===== config.mk =====
export PLATFORM = sky130hd
export DESIGN_NAME = module_keypad_encoder
export DESIGN_NICKNAME = d
export VERILOG_FILES = /design/src/rtl/module_keypad_encoder.sv
export SDC_FILE = /design/constraint.sdc
export NUM_CORES = 1
export LEC_CHECK = 0
export CORE_UTILIZATION = 30
export DETAILED_ROUTE_END_ITERATION = 8
export GPL_TIMING_DRIVEN = 1
export PLACE_DENSITY = 0.44
export SYNTH_ARGS = -nofsm -noshare
export SYNTH_HDL_FRONTEND = slang
export SYNTH_SLANG_ARGS = --single-unit

===== constraint.sdc =====
create_clock -name clk -period 2.5 [get_ports clk]
set_input_delay 0.25 -clock clk [delete_from_list [all_inputs] [get_ports clk]]
set_output_delay 0.25 -clock clk [all_outputs]
set_load 0.01 [all_outputs]

===== src/rtl/module_keypad_encoder.sv =====
// module_keypad_encoder: 4x4 matrix keypad scanner with press/release debounce and hex encoding.
// Optional auto-repeat while a key is held: define KEYPAD_AUTOREPEAT_EN.
module module_keypad_encoder #(
    parameter int SCAN_DIV        = 1000,
    parameter int DEBOUNCE_CYCLES = 100000,
    parameter int REPEAT_CYCLES   = 25000000
) (
    input  logic       clk,
    input  logic       rst,
    input  logic [3:0] row,
    output logic [3:0] col,
    output logic [3:0] key_code,
    output logic       key_valid,
    output logic       key_held
);
    localparam int DW = SCAN_DIV > 1 ? $clog2(SCAN_DIV) : 1;
    localparam int BW = DEBOUNCE_CYCLES > 1 ? $clog2(DEBOUNCE_CYCLES) : 1;
    localparam logic [DW-1:0] DIV_LAST = DW'(SCAN_DIV - 1);
    localparam logic [BW-1:0] DEB_LAST = BW'(DEBOUNCE_CYCLES - 1);

    if (SCAN_DIV < 2 || DEBOUNCE_CYCLES < 1 || REPEAT_CYCLES < 1) begin : g_bad_params
        $error("module_keypad_encoder: illegal parameter value");
    end

    typedef enum logic [1:0] {SCAN, DEB_PRESS, PRESSED, DEB_RELEASE} state_t;

    state_t        state;
    logic [DW-1:0] div_cnt;
    logic [BW-1:0] deb_cnt;
    logic [1:0]    col_idx;
    logic [1:0]    row_idx;
    logic [1:0]    nxt_idx;
    logic [1:0]    low_row;
    logic          tracked_low;

    // Lowest-numbered active row wins when several rows read low together.
    assign low_row     = !row[0] ? 2'd0 : !row[1] ? 2'd1 : !row[2] ? 2'd2 : 2'd3;
    assign nxt_idx     = col_idx + 2'd1;
    assign tracked_low = !row[row_idx];

`ifdef KEYPAD_AUTOREPEAT_EN
    localparam int RW = REPEAT_CYCLES > 1 ? $clog2(REPEAT_CYCLES) : 1;
    localparam logic [RW-1:0] REP_LAST = RW'(REPEAT_CYCLES - 1);
    logic [RW-1:0] rep_cnt;
`endif

    always_ff @(posedge clk) begin
        if (rst) begin
            state     <= SCAN;
            div_cnt   <= '0;
            deb_cnt   <= '0;
            col_idx   <= 2'd0;
            row_idx   <= 2'd0;
            col       <= 4'b1110;
            key_code  <= 4'h0;
            key_valid <= 1'b0;
            key_held  <= 1'b0;
`ifdef KEYPAD_AUTOREPEAT_EN
            rep_cnt   <= '0;
`endif
        end else begin
            key_valid <= 1'b0;
            case (state)
                SCAN: begin
                    if (div_cnt != DIV_LAST) begin
                        div_cnt <= div_cnt + 1'b1;
                    end else if (row != 4'hF) begin
                        row_idx <= low_row;
                        deb_cnt <= '0;
                        state   <= DEB_PRESS;
                    end else begin
                        div_cnt <= '0;
                        col_idx <= nxt_idx;
                        col     <= ~(4'b0001 << nxt_idx);
                    end
                end
                DEB_PRESS: begin
                    if (!tracked_low) begin
                        state   <= SCAN;
                        div_cnt <= '0;
                        col_idx <= nxt_idx;
                        col     <= ~(4'b0001 << nxt_idx);
                    end else if (deb_cnt == DEB_LAST) begin
                        key_code  <= {row_idx, col_idx};
                        key_valid <= 1'b1;
                        key_held  <= 1'b1;
                        state     <= PRESSED;
`ifdef KEYPAD_AUTOREPEAT_EN
                        rep_cnt   <= '0;
`endif
                    end else begin
                        deb_cnt <= deb_cnt + 1'b1;
                    end
                end
                PRESSED: begin
                    if (!tracked_low) begin
                        deb_cnt <= '0;
                        state   <= DEB_RELEASE;
                    end
`ifdef KEYPAD_AUTOREPEAT_EN
                    else if (rep_cnt == REP_LAST) begin
                        key_valid <= 1'b1;
                        rep_cnt   <= '0;
                    end else begin
                        rep_cnt <= rep_cnt + 1'b1;
                    end
`endif
                end
                default: begin
                    if (tracked_low) begin
                        state <= PRESSED;
                    end else if (deb_cnt == DEB_LAST) begin
                        key_held <= 1'b0;
                        state    <= SCAN;
                        div_cnt  <= '0;
                        col_idx  <= nxt_idx;
                        col      <= ~(4'b0001 << nxt_idx);
                    end else begin
                        deb_cnt <= deb_cnt + 1'b1;
                    end
                end
            endcase
        end
    end
endmodule

==> flow_metrics.tcl <==
set metrics [dict create \
    drv_cap 0 \
    synthTopCellsByArea "dfxtp_1, ha_1, nand3_1" \
    crit_required_ns 2.73 \
    cts-root-buf "clkbuf_8" \
    min_period_ns 2.35 \
    postRouteWirelength_um 6290 \
    hold_class "reg -> reg" \
    fin_nets 361 \
    avgSynthCellArea_um2 8.51 \
    max_freq_mhz 426 \
    vdd_drop_max_mv 0.289 \
    n_antenna_cell 0 \
    clk_latency_ns 0.30 \
    dieArea_um2 8740 \
    antenna_found_initial 0 \
    grt_max_degree 26 \
    rows 32 \
    synthCells 295 \
    fp.dieH_um 93.5 \
    grt_pass1_wl_um 10600 \
    initial_core_util_pct 31.7 \
    viasPerCell 5.16 \
    ys_types 52 \
    place_area_um2 3040 \
    rsz0062_at_grt "no" \
    numCtsBuffers 5 \
    cp_data_arrival_time_ns 2.58 \
    powerDensity_nw_per_um2 558 \
    gr-total-overflow 0 \
    clkPwrFrac_pct 28.7 \
    cts_tree "built" \
    hpwl_um 4580 \
    post-cts-setup-buffers 0 \
    p_comb_share_pct 29.6 \
    postLayoutCellArea_um2 3170 \
    gp_congestion 0.725 \
    cts_hold_repair.buffers 0 \
    synth_top_area_share_pct 34.3 \
    period_share_pct 93.9 \
    cts_buffer_depth 2 \
    p_sw_mw 0.577 \
    drt_iter0_drc 68 \
    seq_area_frac_synth_pct 34.3 \
    finalSetupViolations 0 \
    finalSetupTns_ns 0 \
    clock_sinks 43 \
    swShare_pct 32.6 \
    tightest_slew_ns 0.470 \
    whs_ns 0.476 \
    criticalPathCategory "reg -> reg" \
    grt_pass1_vias 2208 \
    stdcell_count 446 \
    synth_warnings 0 \
    io_buffers 15 \
    clock_skew_ns 0.00886 \
    relSlewSlack_pct 68.6 \
    htree_num_levels 2 \
    synth-adder-area-share_pct 5.98 \
    clkTransAtPathRegs_ns 0.09 \
    io_pins 16 \
    drtAntennaViolNets 0 \
    routedWlPerCell_um 14.1 \
    hold_path_depth 2 \
    cp_max_fo 4 \
    ys_ff_latch 43 \
    area_delta_synth_final_pct 26.1 \
    final-max-slew-violation-count 0 \
    vias 2301 \
    leakage_nw 1.21 \
    die_w_um 93.5 \
    synthesis.area_um2 2510 \
    synth-compound-area-share_pct 14.8 \
    firstDrtPassIters 4 \
    drive_above_1_share_pct 23.0 \
    critPathLaunchType "flop" \
    grt_usage_pct 15.5 \
    core_um2 7930 \
    cp-end-kind "flop" \
    synth.largest_area_cell "dfxtp_1" \
    seqPwrFrac_pct 41.7 \
    yosys.area_share.simple_pct 32.3 \
    hold_violations 0 \
    synth_top_family_by_area "simple AND/OR/NAND/NOR gates" \
    reg2regPathDepth 7 \
    drc 0 \
    power.internal_mw 1.19 \
    status "finished clean" \
    placedCellCount 438 \
    synth_nets 313 \
    synthMuxAreaShare_pct 5.83 \
    synth_xor_area_share_pct 2.44 \
]
==> cells in the mapped netlist (all sizes together) <==
cell type  count
mux2           3
a41o           1
o2111ai        1
nor3b          3
a2111oi        1
a31oi          1
or3            6
o211ai         2
xnor2          4
nor2b          1
nor4b          2
a31o           1
nor4           3
o21ai          5
mux2i          9
a21boi         1
and3           4
xor2           3
mux4           1
nand3b         2
buf            4
or2            3
a211oi         1
a41oi          1
and4           5
o31ai         11
inv           10
nand4         13
or4            9
nor2          31
nand3         23
and4b          1
nand2         20
nand4b         2
nand2b         4
clkbuf        11
nor3           6
and2           4
ha            12
dfxtp         43
a21oi         26
o41ai          1
==> power by group through the flow <==
stage,combinational (mW),clock [mW],sequential [mW]
final,0.524,0.506,0.737
after global routing,0.586,0.559,0.742
after CTS,0.522,0.530,0.737
after detailed placement,0.519,0,0.753
after global placement,0.521,0,0.753
after floorplan,0.323,0,0.746
==> layout by cell type (no fill, tap or decap), types with 2 or more instances in the layout <==
master	synthesis	final
dfxtp_1	43	42
buf_4	0	40
nor2_1	26	26
nand3_1	23	21
a21oi_1	21	21
nand2_1	19	19
clkdlybuf4s50_1	0	15
nand4_1	13	13
ha_1	12	12
o31ai_1	11	11
inv_1	10	10
or4_1	9	9
mux2i_1	9	9
clkbuf_8	0	7
nor3_1	6	6
or3_1	6	6
a21oi_2	5	5
nor2_2	5	5
o21ai_0	5	5
and4_1	5	4
xnor2_1	4	4
nand2b_1	3	3
and3_1	4	3
xor2_1	3	3
nor4_1	3	3
or2_2	2	2
nor4b_2	2	2
nor3b_1	3	2
and2_0	2	2
o211ai_1	2	2
and2_1	2	2
nand3_2	0	2
nand3b_1	2	2
mux2_2	2	2
==> flip-flops by register name, indices dropped and copies added (netlist names), named ones only <==
register   count
deb_cnt       17
div_cnt       10
col            4
key_code       4
col_idx        2
row_idx        2
key_held       1
key_valid      1
state          1
==> final timing paths <==
| kind | start | end | slack, ns |
|---|---|---|---|
| max | row_idx[0] | deb_cnt[15] | 0.15 |
| min reg2reg | col[0] | col[0] | 0.48 |
| min | col[0] | col[0] | 0.48 |
| max reg2reg | row_idx[0] | deb_cnt[15] | 0.15 |
==> repair_timing <==
item                                    4_1_cts  5_1_grt
endpoints found under the hold margin         0        0
resized for setup                             0        8
endpoints found under the setup margin        0       10
==> final cells by class <==
cell class,instances,area [um2]
Fill cell,786,4760
Multi-Input combinational cell,227,1560
Sequential cell,43,862
Timing Repair Buffer,56,470
Tap cell,102,128
Clock buffer,7,96.3
Inverter,10,37.5
Clock inverter,1,7.51
==> stage by stage <==
step | utilization [%] | worst slack, ns | power, mW
4_1_cts | 39.7 | 0.00299 | 1.79
3_5_place_dp | 38.4 | -0.207 | 1.27
3_3_place_gp | 38.4 | -0.163 | 1.27
6_report | 39.9 | 0.153 | 1.77
5_1_grt | 39.9 | 0.00986 | 1.89
2_1_floorplan | - | 0.0490 | 1.07
==> per-layer routing <==
metal | wire (um) | global-route usage (%)
met3 | 150 | 3.01
met1 | 3290 | 21.6
met4 | 54 | 4.49
met2 | 2800 | 24.0
met5 | 0 | 0
==> cells by family (layout without fill, tap and decap cells) <==
| logic type | after synthesis | after routing |
|---|---|---|
| mux | 13 | 13 |
| simple gates | 142 | 142 |
| compound gates | 53 | 53 |
| buf+inv | 25 | 74 |
| fa+ha+maj | 12 | 12 |
| xor+xnor | 7 | 7 |
| flops | 43 | 43 |
==> worst max-delay path: stages (launching register included) <==
cell and delay [ns]:
dfxtp_2 0.36, mux4_2 0.55, ha_1 0.24, nor2b_2 0.16
and4_4 0.27, nand3_1 0.09, or4_1 0.45, a21oi_2 0.15
No activity file was read; power rests on OpenSTA's default activity.
